### src/rtl/tconv_layer_sequencer.sv
// Layer/batch sequencer for the transpose-convolution engine: launches the
// per-batch scheduler, then the output drain, for every batch of a layer range.
module tconv_layer_sequencer #(
  parameter int L0_BATCHES     = 8,
  parameter int L1_BATCHES     = 4,
  parameter int TIMEOUT_CYCLES = 65535
) (
  input  logic       clk,
  input  logic       rst_n,
  input  logic       start,
  input  logic [1:0] first_layer,
  input  logic [1:0] last_layer,
  input  logic       abort,
  input  logic       sched_done,
  input  logic       drain_done,
  output logic       sched_start,
  output logic [1:0] sched_layer_id,
  output logic [2:0] sched_batch_id,
  output logic       drain_start,
  output logic       busy,
  output logic       done,
  output logic       error,
  output logic [1:0] err_code,
  output logic [4:0] batches_done
);

  typedef enum logic [2:0] {
    IDLE, LAUNCH, WAIT_SCHED, DRAIN, WAIT_DRAIN, NEXT, FINISH, ERR
  } state_t;

  localparam logic [15:0] WD_LIMIT = 16'(TIMEOUT_CYCLES - 1);

  state_t      state_r;
  logic [1:0]  last_layer_r;
  logic [15:0] watchdog_r;
  logic        cfg_ok_s;
  logic        timeout_s;
  logic        batch_last_s;

  // Index of the final batch in a layer; anything above layer 0 uses the layer-1 count.
  function automatic logic [2:0] last_batch(input logic [1:0] layer);
    case (layer)
      2'd0:    last_batch = 3'(L0_BATCHES - 1);
      default: last_batch = 3'(L1_BATCHES - 1);
    endcase
  endfunction

  // Start-config validity, watchdog expiry and end-of-layer detection.
  always_comb begin
    cfg_ok_s     = (first_layer <= last_layer) && (last_layer <= 2'd1);
    timeout_s    = (watchdog_r == WD_LIMIT);
    batch_last_s = (sched_batch_id >= last_batch(sched_layer_id));
  end

  // Sequencer FSM with all outputs registered alongside the state.
  always_ff @(posedge clk or negedge rst_n) begin
    if (!rst_n) begin
      state_r        <= IDLE;
      last_layer_r   <= 2'd0;
      watchdog_r     <= 16'd0;
      sched_start    <= 1'b0;
      sched_layer_id <= 2'd0;
      sched_batch_id <= 3'd0;
      drain_start    <= 1'b0;
      busy           <= 1'b0;
      done           <= 1'b0;
      error          <= 1'b0;
      err_code       <= 2'd0;
      batches_done   <= 5'd0;
    end else begin
      sched_start <= 1'b0;
      drain_start <= 1'b0;
      done        <= 1'b0;
      if (abort) begin
        // Abort wins over every other event; error status and counters are kept.
        if (state_r != IDLE) begin
          state_r <= IDLE;
          busy    <= 1'b0;
        end
      end else begin
        case (state_r)
          IDLE, ERR: begin
            if (start) begin
              busy <= 1'b1;
              if (cfg_ok_s) begin
                state_r        <= LAUNCH;
                last_layer_r   <= last_layer;
                sched_layer_id <= first_layer;
                sched_batch_id <= 3'd0;
                batches_done   <= 5'd0;
                error          <= 1'b0;
                err_code       <= 2'd0;
                sched_start    <= 1'b1;
              end else begin
                state_r  <= ERR;
                error    <= 1'b1;
                err_code <= 2'd1;
              end
            end
          end
          LAUNCH: begin
            state_r    <= WAIT_SCHED;
            watchdog_r <= 16'd0;
          end
          WAIT_SCHED: begin
            if (sched_done) begin
              state_r     <= DRAIN;
              drain_start <= 1'b1;
            end else if (timeout_s) begin
              state_r  <= ERR;
              error    <= 1'b1;
              err_code <= 2'd2;
            end else begin
              watchdog_r <= watchdog_r + 16'd1;
            end
          end
          DRAIN: begin
            state_r    <= WAIT_DRAIN;
            watchdog_r <= 16'd0;
          end
          WAIT_DRAIN: begin
            if (drain_done) begin
              state_r <= NEXT;
              if (batches_done != 5'd31) begin
                batches_done <= batches_done + 5'd1;
              end
            end else if (timeout_s) begin
              state_r  <= ERR;
              error    <= 1'b1;
              err_code <= 2'd3;
            end else begin
              watchdog_r <= watchdog_r + 16'd1;
            end
          end
          NEXT: begin
            if (!batch_last_s) begin
              sched_batch_id <= sched_batch_id + 3'd1;
              state_r        <= LAUNCH;
              sched_start    <= 1'b1;
            end else if (sched_layer_id < last_layer_r) begin
              sched_layer_id <= sched_layer_id + 2'd1;
              sched_batch_id <= 3'd0;
              state_r        <= LAUNCH;
              sched_start    <= 1'b1;
            end else begin
              state_r <= FINISH;
              done    <= 1'b1;
            end
          end
          FINISH: begin
            state_r <= IDLE;
            busy    <= 1'b0;
          end
          default: begin
            state_r <= IDLE;
            busy    <= 1'b0;
          end
        endcase
      end
    end
  end

endmodule

### config.mk
export PLATFORM = sky130hd
export DESIGN_NAME = tconv_layer_sequencer
export DESIGN_NICKNAME = d
export VERILOG_FILES = /design/src/rtl/tconv_layer_sequencer.sv
export SDC_FILE = /design/constraint.sdc
export NUM_CORES = 1
export LEC_CHECK = 0
export CAP_MARGIN = 20
export CORE_MARGIN = 1
export CORE_UTILIZATION = 52
export CTS_BUF_LIST = sky130_fd_sc_hd__clkbuf_2
export CTS_CLUSTER_SIZE = 12
export DETAILED_ROUTE_END_ITERATION = 10
export PLACE_DENSITY = 0.78
export REMOVE_ABC_BUFFERS = 1
export SLEW_MARGIN = 25
export SYNTH_ARGS = -nofsm -noshare
export SYNTH_HDL_FRONTEND = slang
export SYNTH_SLANG_ARGS = --single-unit
### constraint.sdc
create_clock -name clk -period 2.07 [get_ports clk]
set_input_delay 0.414 -clock clk [delete_from_list [all_inputs] [get_ports clk]]
set_output_delay 0.414 -clock clk [all_outputs]
set_load 0.01 [all_outputs]
==> Word-level counts from Yosys, hierarchy flattened <==
Index checks and enable logic that the tools add are counted.
{ "totals": {"reg_bits": 38, "in_bits": 10, "output_inout_bits": 17, "wordCells": 123} }
{ "classes": {"n_addsub": 4, "magnitude_cmp": 4, "eq_ne": 22, "mux": 60, "n_bitwise": 1, "n_reduce_logical": 20} }
{ "op_table": {"columns": ["cell", "n"], "rows": [
  ["2-to-1 mux 16 bit", 3],
  ["one-hot mux 16 bit (3 select lines)", 1],
  ["2-to-1 mux 3 bit", 14],
  ["2-to-1 mux 1 bit", 21],
  ["one-hot mux 3 bit (7 select lines)", 1],
  ["2-to-1 mux 5 bit", 4],
  ["!= test 2 bit (second input constant)", 10],
  ["2-to-1 mux 2 bit", 9],
  ["adder 16 x 1 -> 16 bit (second input constant)", 1],
  ["== test 16 bit (second input constant)", 1],
  ["== test 3 bit (second input constant)", 4],
  ["AND reduction 6 bit", 2],
  ["nonzero test 3 bit", 4],
  ["one-hot mux 5 bit (2 select lines)", 1],
  ["AND reduction 5 bit", 2],
  ["AND reduction 4 bit", 2],
  ["AND reduction 7 bit", 1],
  ["== test 3 x 2 -> 1 bit (second input constant)", 2],
  ["!= test 3 bit (second input constant)", 2],
  ["one-hot mux 2 bit (3 select lines)", 1],
  ["one-hot mux 3 bit (2 select lines)", 1],
  ["adder 5 x 1 -> 5 bit (second input constant)", 1],
  ["!= test 5 bit (second input constant)", 1],
  ["one-hot mux 1 bit (2 select lines)", 2],
  ["other kinds (18)", 20]
]} }

==> Longest topological paths before layout <==
{ "logic_depth": {"ltp_word": 6, "depth_mapped": 9, "mapped_depth_nobuf": 9} }

==> Worst setup path before layout <==
Ideal clock, no wire load.
{ "synth_path": {"path_type": "reg-to-reg", "from": "register batches_done[0]", "to": "register batches_done[0]", "setup_time_ps": 128, "arrival_ps": 1934, "t_required_ps": 1942, "path_slack_ps": 8, "path_stages_with_launch": 7, "path_buffers": 0, "synth_period_minus_slack_ps": 2062, "cell_sequence": "dfrtp_1 ha_1 and3_1 ha_1 or3b_4 a21oi_4 mux2_1"} }
{ "synth_via": {"elab_chain_cells": 4, "word_cells_on_any_way": 7, "classes_between": "add/sub: 1; eq/ne: 2; mux: 3; reduce/logical: 1"} }
{ "synth_lines": {"columns": ["item", "line", "rtl"], "rows": [
  ["from (decl)", "24", "output logic [4:0] batches_done"],
  ["from (signal assigned)", "125", "batches_done <= batches_done + 5'd1;"],
  ["adder 5 x 1 -> 5 bit", "125", null],
  ["2-to-1 mux 5 bit", "124", "if (batches_done != 5'd31) begin"],
  ["2-to-1 mux 5 bit", "122", "if (drain_done) begin"],
  ["one-hot mux 5 bit (2 select lines)", "81", "case (state_r)"]
]} }
Several ways; a longest one is shown, not always the timed one. The select of a mux whose other input is x is not followed.
A chain may end at the register's enable or synchronous reset.

==> Worst setup path after layout <==
{ "layout_path": {"from": "register batches_done[0]", "to": "register batches_done[4]"} }
Same word-level chain as after synthesis.

==> impl_results.md <==
- Worst EP arrival: 2.33 ns
- Buf+Inv Stages, Crit Path: 0
- Initial antenna violation count: 0
- Wirelength per Cell: ~16 um
- DIE AREA: ~4800 um^2
- Peak VDD IR: 633 uV
- Worst Path Required: about 2.4 ns
- Core Area: 4140 um^2
- ANT cells: 0
- CTS root buf: clkbuf_2
- Via count: approximately 2200
- Syn avg cell area: ~9 um^2
- Num CTS Buffers: 5
- CP Class: reg2reg
- Critical Path Start Type: flip-flop
- TritonCTS Sinks: 38
- Cell Rows: 23
- Fin Hold WS: approximately 0.46 ns
- Antenna viol nets, final: 0
- CP cell instances: ha_2 > and3_1 > ha_2 > or3b_4 > a21oi_4 > mux2_1
- Placed cell area: ~3000 um^2
- Post-synth ARST share: 1.00
- Post-synthesis sequential area ratio: 0.408
- Unrepaired setup endpoints after global routing: true
- Post-synth EDFFs: 0
- Final #Nets: 338
- Seq cells post-synth: 38
- Fin. Hold Viols: 0
- Total Routed Length: 5.74 mm
- Tcrit/Tclk final: 0.975
- Largest net degree at the start of global routing: 39
- Max_cap viols: 0
- Later-pin clock latency in the skew report: 0.41 ns
- Setup-failing EPs final: 0
- Post-layout util: 0.732
- Die width: 69.0 um
- Post-Synthesis Cells: between 200 and 300
- Worst Tran Pin Value: around 0.33 ns
- CTS tree: done
- F_max: 496 MHz
- Dpl hpwl: roughly 4.3 mm
- Initial Util: 0.563
- Max Slew Vio Count: 0
- Leak Pwr: about 1.4 nW
- Via density: between 5 and 6
- DRC viols: 0
- Netlist Area Pre-Place: approximately 2300 um^2
- Cell variety after synth: a little under 60
- Crit-path max FO: 3
- Share of cells above drive strength 1: 0.223
- Filler cell count: about 340
- Ports: 27
- Synth warnings: 0
- Global-route wire length before repair: about 9.3 mm
- Commonest non-fill, non-tap cells in the layout: buf_4 (41), dfrtp_1 (37), nor2_1 (26)
- CP dominant cell by count: ha_2
- DRT iter0 DRCs: a little under 200
- Clock transition at path regs: about 0.2 ns
- Rel. slew slack: 0.777
- CP endpoint kind: flip-flop
- H-tree depth: 2
- Area grow syn2layout: 29.9%
- 1st-pass router iterations: 4
- Power per cell area: 1090 nW/um^2
- Status: finished clean
- Clock tree buffer depth: 2
- Final Critical Period: about 2.0 ns
- Final GP Congestion: between 0.8 and 0.9
- Fin Clk Skew: 0.0143 ns
- Most used DFF post-synth: dfrtp_1
- Design area: slightly above 3000 um^2
- Vias in the first global route: roughly 2000
- Crit path largest cell delay: around 0.42 ns
- CP max stage cell: dfrtp_1
- Global Route Usage Sum: 0.269
- Commonest non-fill, non-tap cell in the layout: buf_4
- Crit path max-delay family: simple AND/OR/NAND/NOR gates
- Die height: between 60 and 70 um
- # port buffers: 26
- Grt total ovfl: 0
- Hold crit path type: in2async
==> sequential cells by signal (all words and copies together), names as in the netlist <==
name and flops:
busy 1, error 1, state_r 3, watchdog_r 16
sched_layer_id 2, last_layer_r 2, done 1, err_code 2
drain_start 1, sched_batch_id 3, sched_start 1, batches_done 5
==> cells in the mapped netlist (7+ instances only) <==
master | number | area (um^2)
nand2_1 | 12 | 45.0
ha_1 | 10 | 125
nand4_1 | 8 | 50.1
o21ai_0 | 16 | 80.1
inv_1 | 11 | 41.3
nor2_1 | 27 | 101
a21oi_1 | 11 | 55.1
nand3_1 | 9 | 45.0
nor3_1 | 9 | 45.0
dfrtp_1 | 38 | 951
xnor2_1 | 7 | 61.3
nor3b_1 | 7 | 52.6
==> cell families (layout without fill, tap and decap cells) <==
group | after synthesis | after routing | synth area share
xor gates and xnor gates | 12 | 12 | 0.0450
buffers and inverters | 22 | 89 | 0.0386
AOI/OAI and AO/OA | 55 | 55 | 0.164
muxes | 7 | 7 | 0.0327
DFF | 38 | 38 | 0.408
and+or+nand+nor | 108 | 108 | 0.258
adders and majority gates | 10 | 10 | 0.0536
==> report_power, final <==
group / total [W] / switching (W) / internal, W
Sequential: 0.00109 / 0.000166 / 0.000923
Combinational: 0.00187 / 0.000924 / 0.000950
Clock: 0.000340 / 0.000264 / 0.0000769
==> worst register-to-register path, cell delays in order, from the launching register on <==
cell and delay [ns]:
dfrtp_1 0.42, ha_2 0.18, and3_1 0.18, ha_2 0.18, or3b_4 0.42, a21oi_4 0.21
mux2_1 0.33
==> final timing paths <==
check | start | to | slack (ns) | cells past startpoint
worst max register to register | batches_done[0]$_DFFE_PN0P_ | batches_done[4]$_DFFE_PN0P_ | 0.05 | 6
max in group asynchronous | rst_n | watchdog_r[1]$_DFFE_PN0P_ | 1.41 | 3
worst min register to register | last_layer_r[1]$_DFFE_PN0P_ | last_layer_r[1]$_DFFE_PN0P_ | 0.52 | 2
worst max-delay path | batches_done[0]$_DFFE_PN0P_ | batches_done[4]$_DFFE_PN0P_ | 0.05 | 6
worst min-delay path | rst_n | last_layer_r[0]$_DFFE_PN0P_ | 0.46 | 3
min in group clk | last_layer_r[1]$_DFFE_PN0P_ | last_layer_r[1]$_DFFE_PN0P_ | 0.52 | 2
==> layout make-up <==
type	count	area, um^2	area share
Sequential cell	38	952	0.314
Clock buffer	5	25.0	0.00825
Tap cell	50	62.6	0.0206
Multi-Input combinational cell	192	1320	0.436
Inverter	11	41.3	0.0136
Timing Repair Buffer	70	613	0.202
Clock inverter	3	16.3	0.00537
==> through the flow <==
| stage | instances | TNS (ns) | setup slack (ns) | total power [W] |
|---|---|---|---|---|
| finish | 369 | 0 | 0.0526 | 0.00330 |
| floorplan | 241 | -0.0936 | -0.0936 | 0.00200 |
| global placement | 360 | -2.13 | -0.149 | 0.00284 |
| CTS | 369 | 0 | 0.00570 | 0.00325 |
| global route | 369 | -0.0325 | -0.0196 | 0.00354 |
| detailed placement | 360 | -3.66 | -0.246 | 0.00290 |
==> what timing repair did <==
item	in CTS	in global routing
endpoints found under the hold margin	38	0
gates resized for setup	0	10
setup buffers	0	0
pin swaps	1	2
hold buffers	1	0
setup endpoints to repair	3	13
==> per-layer routing <==
metal | share of wire | global-route usage | vias up | wire length, um
met5 | 0 | 0 | - | 0
met4 | 0.021 | 0.107 | 0 | 121
met3 | 0.058 | 0.0526 | 11 | 331
li1 | - | - | 1054 | -
met1 | 0.45 | 0.360 | 1058 | 2570
met2 | 0.47 | 0.425 | 68 | 2720
(Power assumes the default switching activity.)
